**config.mk**
```make
export PLATFORM = sky130hd
export DESIGN_NAME = hazard_forward_ctrl
export DESIGN_NICKNAME = d
export VERILOG_FILES = /design/src/rtl/hazard_forward_ctrl.sv
export SDC_FILE = /design/constraint.sdc
export NUM_CORES = 1
export LEC_CHECK = 0
export BUFFER_PORTS_ARGS = -buffer_cell sky130_fd_sc_hd__buf_2
export CAP_MARGIN = 20
export CORE_UTILIZATION = 38
export DETAILED_ROUTE_END_ITERATION = 12
export PLACE_DENSITY = 0.56
export SYNTH_ARGS = -nofsm -noshare
export SYNTH_HDL_FRONTEND = slang
export SYNTH_SLANG_ARGS = --single-unit
export TNS_END_PERCENT = 5
```
**constraint.sdc**
```tcl
create_clock -name clk -period 4.75 [get_ports clk]
set_clock_uncertainty 0.15 [all_clocks]
set_input_delay 0 -clock clk [delete_from_list [all_inputs] [get_ports clk]]
set_output_delay 0 -clock clk [all_outputs]
set_load 0.05 [all_outputs]
```
**src/rtl/hazard_forward_ctrl.sv**
```systemverilog
// rtl/hazard_forward_ctrl.sv - EX/MEM/WB hazard tracking, ALU operand forward selects, load-use stall and stall counter
module hazard_forward_ctrl #(
    parameter int REG_W = 5,
    parameter int CNT_W = 16
) (
    input  logic             clk,
    input  logic             rst,
    input  logic             issue_valid,
    input  logic [REG_W-1:0] issue_rs1,
    input  logic [REG_W-1:0] issue_rs2,
    input  logic [REG_W-1:0] issue_rd,
    input  logic             issue_regwrite,
    input  logic             issue_memread,
    input  logic             flush,
    output logic [1:0]       forward_a,
    output logic [1:0]       forward_b,
    output logic             stall,
    output logic [CNT_W-1:0] stall_count
);

    localparam logic [1:0] SEL_REG = 2'b00;
    localparam logic [1:0] SEL_WB  = 2'b01;
    localparam logic [1:0] SEL_MEM = 2'b10;

    // EX keeps its source indices for forwarding; MEM/WB only need what a
    // consumer compares against (rd and whether it is actually written).
    logic             ex_valid;
    logic [REG_W-1:0] ex_rs1;
    logic [REG_W-1:0] ex_rs2;
    logic [REG_W-1:0] ex_rd;
    logic             ex_regwrite;
    logic             ex_memread;

    logic             mem_valid;
    logic [REG_W-1:0] mem_rd;
    logic             mem_regwrite;

    logic             wb_valid;
    logic [REG_W-1:0] wb_rd;
    logic             wb_regwrite;

    logic mem_fwd_ok;
    logic wb_fwd_ok;
    logic ex_load_hit;

    always_comb begin
        // A stage can only source a forward if it really writes a non-x0 rd.
        mem_fwd_ok = ex_valid && mem_valid && mem_regwrite && (mem_rd != '0);
        wb_fwd_ok  = ex_valid && wb_valid  && wb_regwrite  && (wb_rd  != '0);

        // MEM is checked first: it holds the younger value of the same rd.
        forward_a = SEL_REG;
        if (mem_fwd_ok && (mem_rd == ex_rs1)) begin
            forward_a = SEL_MEM;
        end else if (wb_fwd_ok && (wb_rd == ex_rs1)) begin
            forward_a = SEL_WB;
        end

        forward_b = SEL_REG;
        if (mem_fwd_ok && (mem_rd == ex_rs2)) begin
            forward_b = SEL_MEM;
        end else if (wb_fwd_ok && (wb_rd == ex_rs2)) begin
            forward_b = SEL_WB;
        end

        // Both sources are compared even for formats without rs2; an extra
        // stall is harmless, a missed one is not. Flush kills the consumer,
        // so there is nothing to wait for.
        ex_load_hit = ex_valid && ex_memread && ex_regwrite && (ex_rd != '0)
                      && ((ex_rd == issue_rs1) || (ex_rd == issue_rs2));
        stall = issue_valid && !flush && ex_load_hit;
    end

    always_ff @(posedge clk) begin
        if (rst) begin
            ex_valid     <= 1'b0;
            ex_rs1       <= '0;
            ex_rs2       <= '0;
            ex_rd        <= '0;
            ex_regwrite  <= 1'b0;
            ex_memread   <= 1'b0;
            mem_valid    <= 1'b0;
            mem_rd       <= '0;
            mem_regwrite <= 1'b0;
            wb_valid     <= 1'b0;
            wb_rd        <= '0;
            wb_regwrite  <= 1'b0;
            stall_count  <= '0;
        end else begin
            wb_valid     <= mem_valid;
            wb_rd        <= mem_rd;
            wb_regwrite  <= mem_regwrite;

            mem_valid    <= ex_valid;
            mem_rd       <= ex_rd;
            mem_regwrite <= ex_regwrite;

            if (flush || stall || !issue_valid) begin
                ex_valid    <= 1'b0;
                ex_rs1      <= '0;
                ex_rs2      <= '0;
                ex_rd       <= '0;
                ex_regwrite <= 1'b0;
                ex_memread  <= 1'b0;
            end else begin
                ex_valid    <= 1'b1;
                ex_rs1      <= issue_rs1;
                ex_rs2      <= issue_rs2;
                ex_rd       <= issue_rd;
                ex_regwrite <= issue_regwrite;
                ex_memread  <= issue_memread;
            end

            if (stall && (stall_count != '1)) begin
                stall_count <= stall_count + {{(CNT_W-1){1'b0}}, 1'b1};
            end
        end
    end

endmodule

```
==> results.sh <==
export IMPL_rows=27
export IMPL_die_height_um=77.9
export IMPL_grt_max_degree=37
export IMPL_r2r_setup_slack_ps=2580
export IMPL_path_cells="or4_1 -> o2111ai_1 -> nor4_1 -> nor4_1 -> buf_2"
export IMPL_drtAntennaViolNets=0
export IMPL_wirelength_um=4570
export IMPL_p_sw_uw=174
export IMPL_fin_crit_ps=2330
export IMPL_synth_edf_count=0
export IMPL_post_cts_buffers=0
export IMPL_max_stage_delay_ps=540
export IMPL_clkSinkCount=48
export IMPL_grt_pass1_vias=1598
export IMPL_maxCapViolCount=0
export IMPL_cts_tree="yes"
export IMPL_synthDistinctLibCells=35
export IMPL_antenna_found_initial=0
export IMPL_dr_first_iter_drc_count=83
export IMPL_synth_fp_nets=249
export IMPL_hold_path_depth=2
export IMPL_cts_buffer_depth=2
export IMPL_clkLatencyLatePin_ps=300
export IMPL_io_buffers=41
export IMPL_drt_wirelength_per_cell_um=12.8
export IMPL_die_area_um2=6060
export IMPL_max_freq_mhz=428
export IMPL_nets=306
export IMPL_slowest_stage="or4_1"
export IMPL_intPower_uw=594
export IMPL_grt_overflow_total=0
export IMPL_num_vias=1748
export IMPL_first_pass_iters=4
export IMPL_cp_max_fo=4
export IMPL_start_kind="flop"
export IMPL_total_leakage_power_uw=0.00117
export IMPL_synth_top_cell_area_share_pct=43.9
export IMPL_ctsResizeCount=0
export IMPL_p_comb_share_pct=6.4
export IMPL_worstPathRequired_ps=4600
export IMPL_final_common_cell="dfxtp_1"
export IMPL_root_buffer="clkbuf_8"
export IMPL_grt_pass1_wl_um=7560
export IMPL_power_uw=768
export IMPL_drc_errors=0
export IMPL_peakVddDrop_v=0.000225
export IMPL_yosysTopAreaCell="dfxtp_1"
export IMPL_io_pin_count=42
export IMPL_synth_flop_cell="dfxtp_1"
export IMPL_hold_violations=0
export IMPL_layout_common_cells="dfxtp_1 (48), buf_2 (41), xor2_1 (24)"
export IMPL_syn_area_um2=2190
export IMPL_grt_util_all_layers_pct=16.2
export IMPL_worstHoldStart="rst"
export IMPL_htree_levels=2
export IMPL_hold_end="wb_rd[2]"
export IMPL_switching_share_pct=22.7
export IMPL_r2r_cells=4
export IMPL_worst_setup_path_end_kind="primary output"
export IMPL_core_um2=5540
export IMPL_fillers=564
export IMPL_fin_tns_setup_ps=0
export IMPL_diodes=0
export IMPL_setup_viol=0
export IMPL_p_seq_share_pct=53.9
export IMPL_gp_congestion=0.791
export IMPL_area_delta_synth_final_pct=24.4
export IMPL_synth_avg_cell_area_um2=9.63
export IMPL_initial_core_util_pct=39.5
export IMPL_numCtsBuffers=5
export IMPL_worstMarginPinSlew_ps=620
export IMPL_slew_headroom_pct=58.7
export IMPL_synth_cells=227
export IMPL_viasPerCell=4.90
export IMPL_rsz0062_at_grt="no"
export IMPL_min_period_over_period_pct=49.2
export IMPL_yosysSeqAreaShare_pct=43.9
export IMPL_path_clk_slew_ps=100
export IMPL_die_w_um=77.9
export IMPL_dpl_hpwl_um=3240
export IMPL_path_common_cell="nor4_1"
export IMPL_power_density_nw_per_um2=282
export IMPL_min_path_type="in2reg"
export IMPL_r2r_end="ex_rs2[0]"
export IMPL_r2r_start="ex_rd[1]"
export IMPL_async_flop_share_pct=0
export IMPL_hold_buffers=17
export IMPL_ys_seq_elements=48
export IMPL_layout_drive_gt1_share_pct=19.6
export IMPL_crit_type="reg2out"
export IMPL_yosys_top_cells_area="dfxtp_1 (44%), xor2_1 (9.6%), and2_1 (5.7%), nor2b_1 (5.4%), or4_1 (4.8%)"
export IMPL_ys_warn_count=0
export IMPL_arrival_ps=2180
export IMPL_status="finished clean"
export IMPL_slew_violations=0
export IMPL_power_frac_clock_pct=39.6
cells by family (layout without fill, tap and decap cells):
group / Yosys count / after routing / share of synthesized area, %
flops: 48 / 48 / 43.9
buf+inv: 10 / 68 / 2.69
simple gates: 101 / 101 / 28.1
compound gates: 33 / 33 / 10.5
xor+xnor: 30 / 30 / 12.0
mux: 4 / 4 / 2.17
fa+ha+maj: 1 / 1 / 0.572
worst max-delay path: cells and delay by family, from the launching register on:
| kind | cells | cell delay, ps |
|---|---|---|
| AOI/OAI and AO/OA | 1 | 280 |
| and+or+nand+nor | 3 | 950 |
| DFF | 1 | 360 |
| buffers and inverters | 1 | 300 |
cell usage after synthesis, types with 5 or more instances:
master and n:
xnor2_1 6, and2_1 20, nand2_1 5, dfxtp_1 48
a21oi_1 11, o31ai_1 10, o2111ai_1 5, nor2_1 7
nor2b_1 19, or4_1 14, xor2_1 24, nor4_1 6
nand3_1 10
state kept, by name, indices dropped and copies added, names as in the netlist:
register / count
stall_count: 16
ex_rd: 5
ex_rs1: 5
ex_rs2: 5
mem_rd: 5
wb_rd: 5
ex_memread: 1
ex_regwrite: 1
ex_valid: 1
mem_regwrite: 1
mem_valid: 1
wb_regwrite: 1
wb_valid: 1
worst max path at each step:
stage                         start           end  slack, ps
after floorplan           mem_rd[2]  forward_b[0]       1610
after global placement     ex_rd[1]     ex_rs1[0]       2580
after detailed placement   ex_rd[1]     ex_rs2[3]       2580
after CTS                 mem_rd[1]  forward_a[0]       2390
after global routing      mem_rd[1]  forward_a[0]       2190
final                     mem_rd[1]  forward_a[0]       2420
metrics by stage:
step / utilization (%) / hold WS (ps) / cell area, um^2 / cells / worst slack [ps]
6_report: 49.1 / 49.8 / 2720 / 357 / 2420
5_1_grt: 49.1 / 91.9 / 2720 / 357 / 2190
4_1_cts: 49.1 / 49.8 / 2720 / 357 / 2390
3_5_place_dp: 43.9 / 51.5 / 2430 / 332 / 2580
3_3_place_gp: 43.9 / 49.9 / 2430 / 332 / 2580
2_1_floorplan: - / -28.3 / 2190 / 227 / 1610
routing by layer:
metal  global-route usage [%]  vias up  routed length (um)
li1                         -      931                   -
met1                     22.2      770                2390
met2                     23.8       38                1930
met3                     4.00        9                 156
met4                     6.79        0                  92
met5                        0        -                   0
power by group through the flow:
| stage | clock (uW) | sequential [uW] | combinational (uW) |
|---|---|---|---|
| CTS | 312 | 414 | 49.5 |
| finish | 304 | 414 | 49.5 |
| global placement | 0 | 424 | 38.8 |
| detailed placement | 0 | 424 | 38.9 |
| floorplan | 0 | 422 | 26.0 |
| global route | 329 | 415 | 55.1 |
area by class of cell:
class	instances	area (um^2)	area share, %
clock buffers	5	68.8	2.53
repair buffers	59	383	14.1
clock inverters	3	46.3	1.70
well taps	72	90.1	3.31
multi-input cells	169	1170	42.9
inverters	1	3.75	0.138
flip-flops and latches	48	961	35.3
No activity file was read; power rests on OpenSTA's default activity.
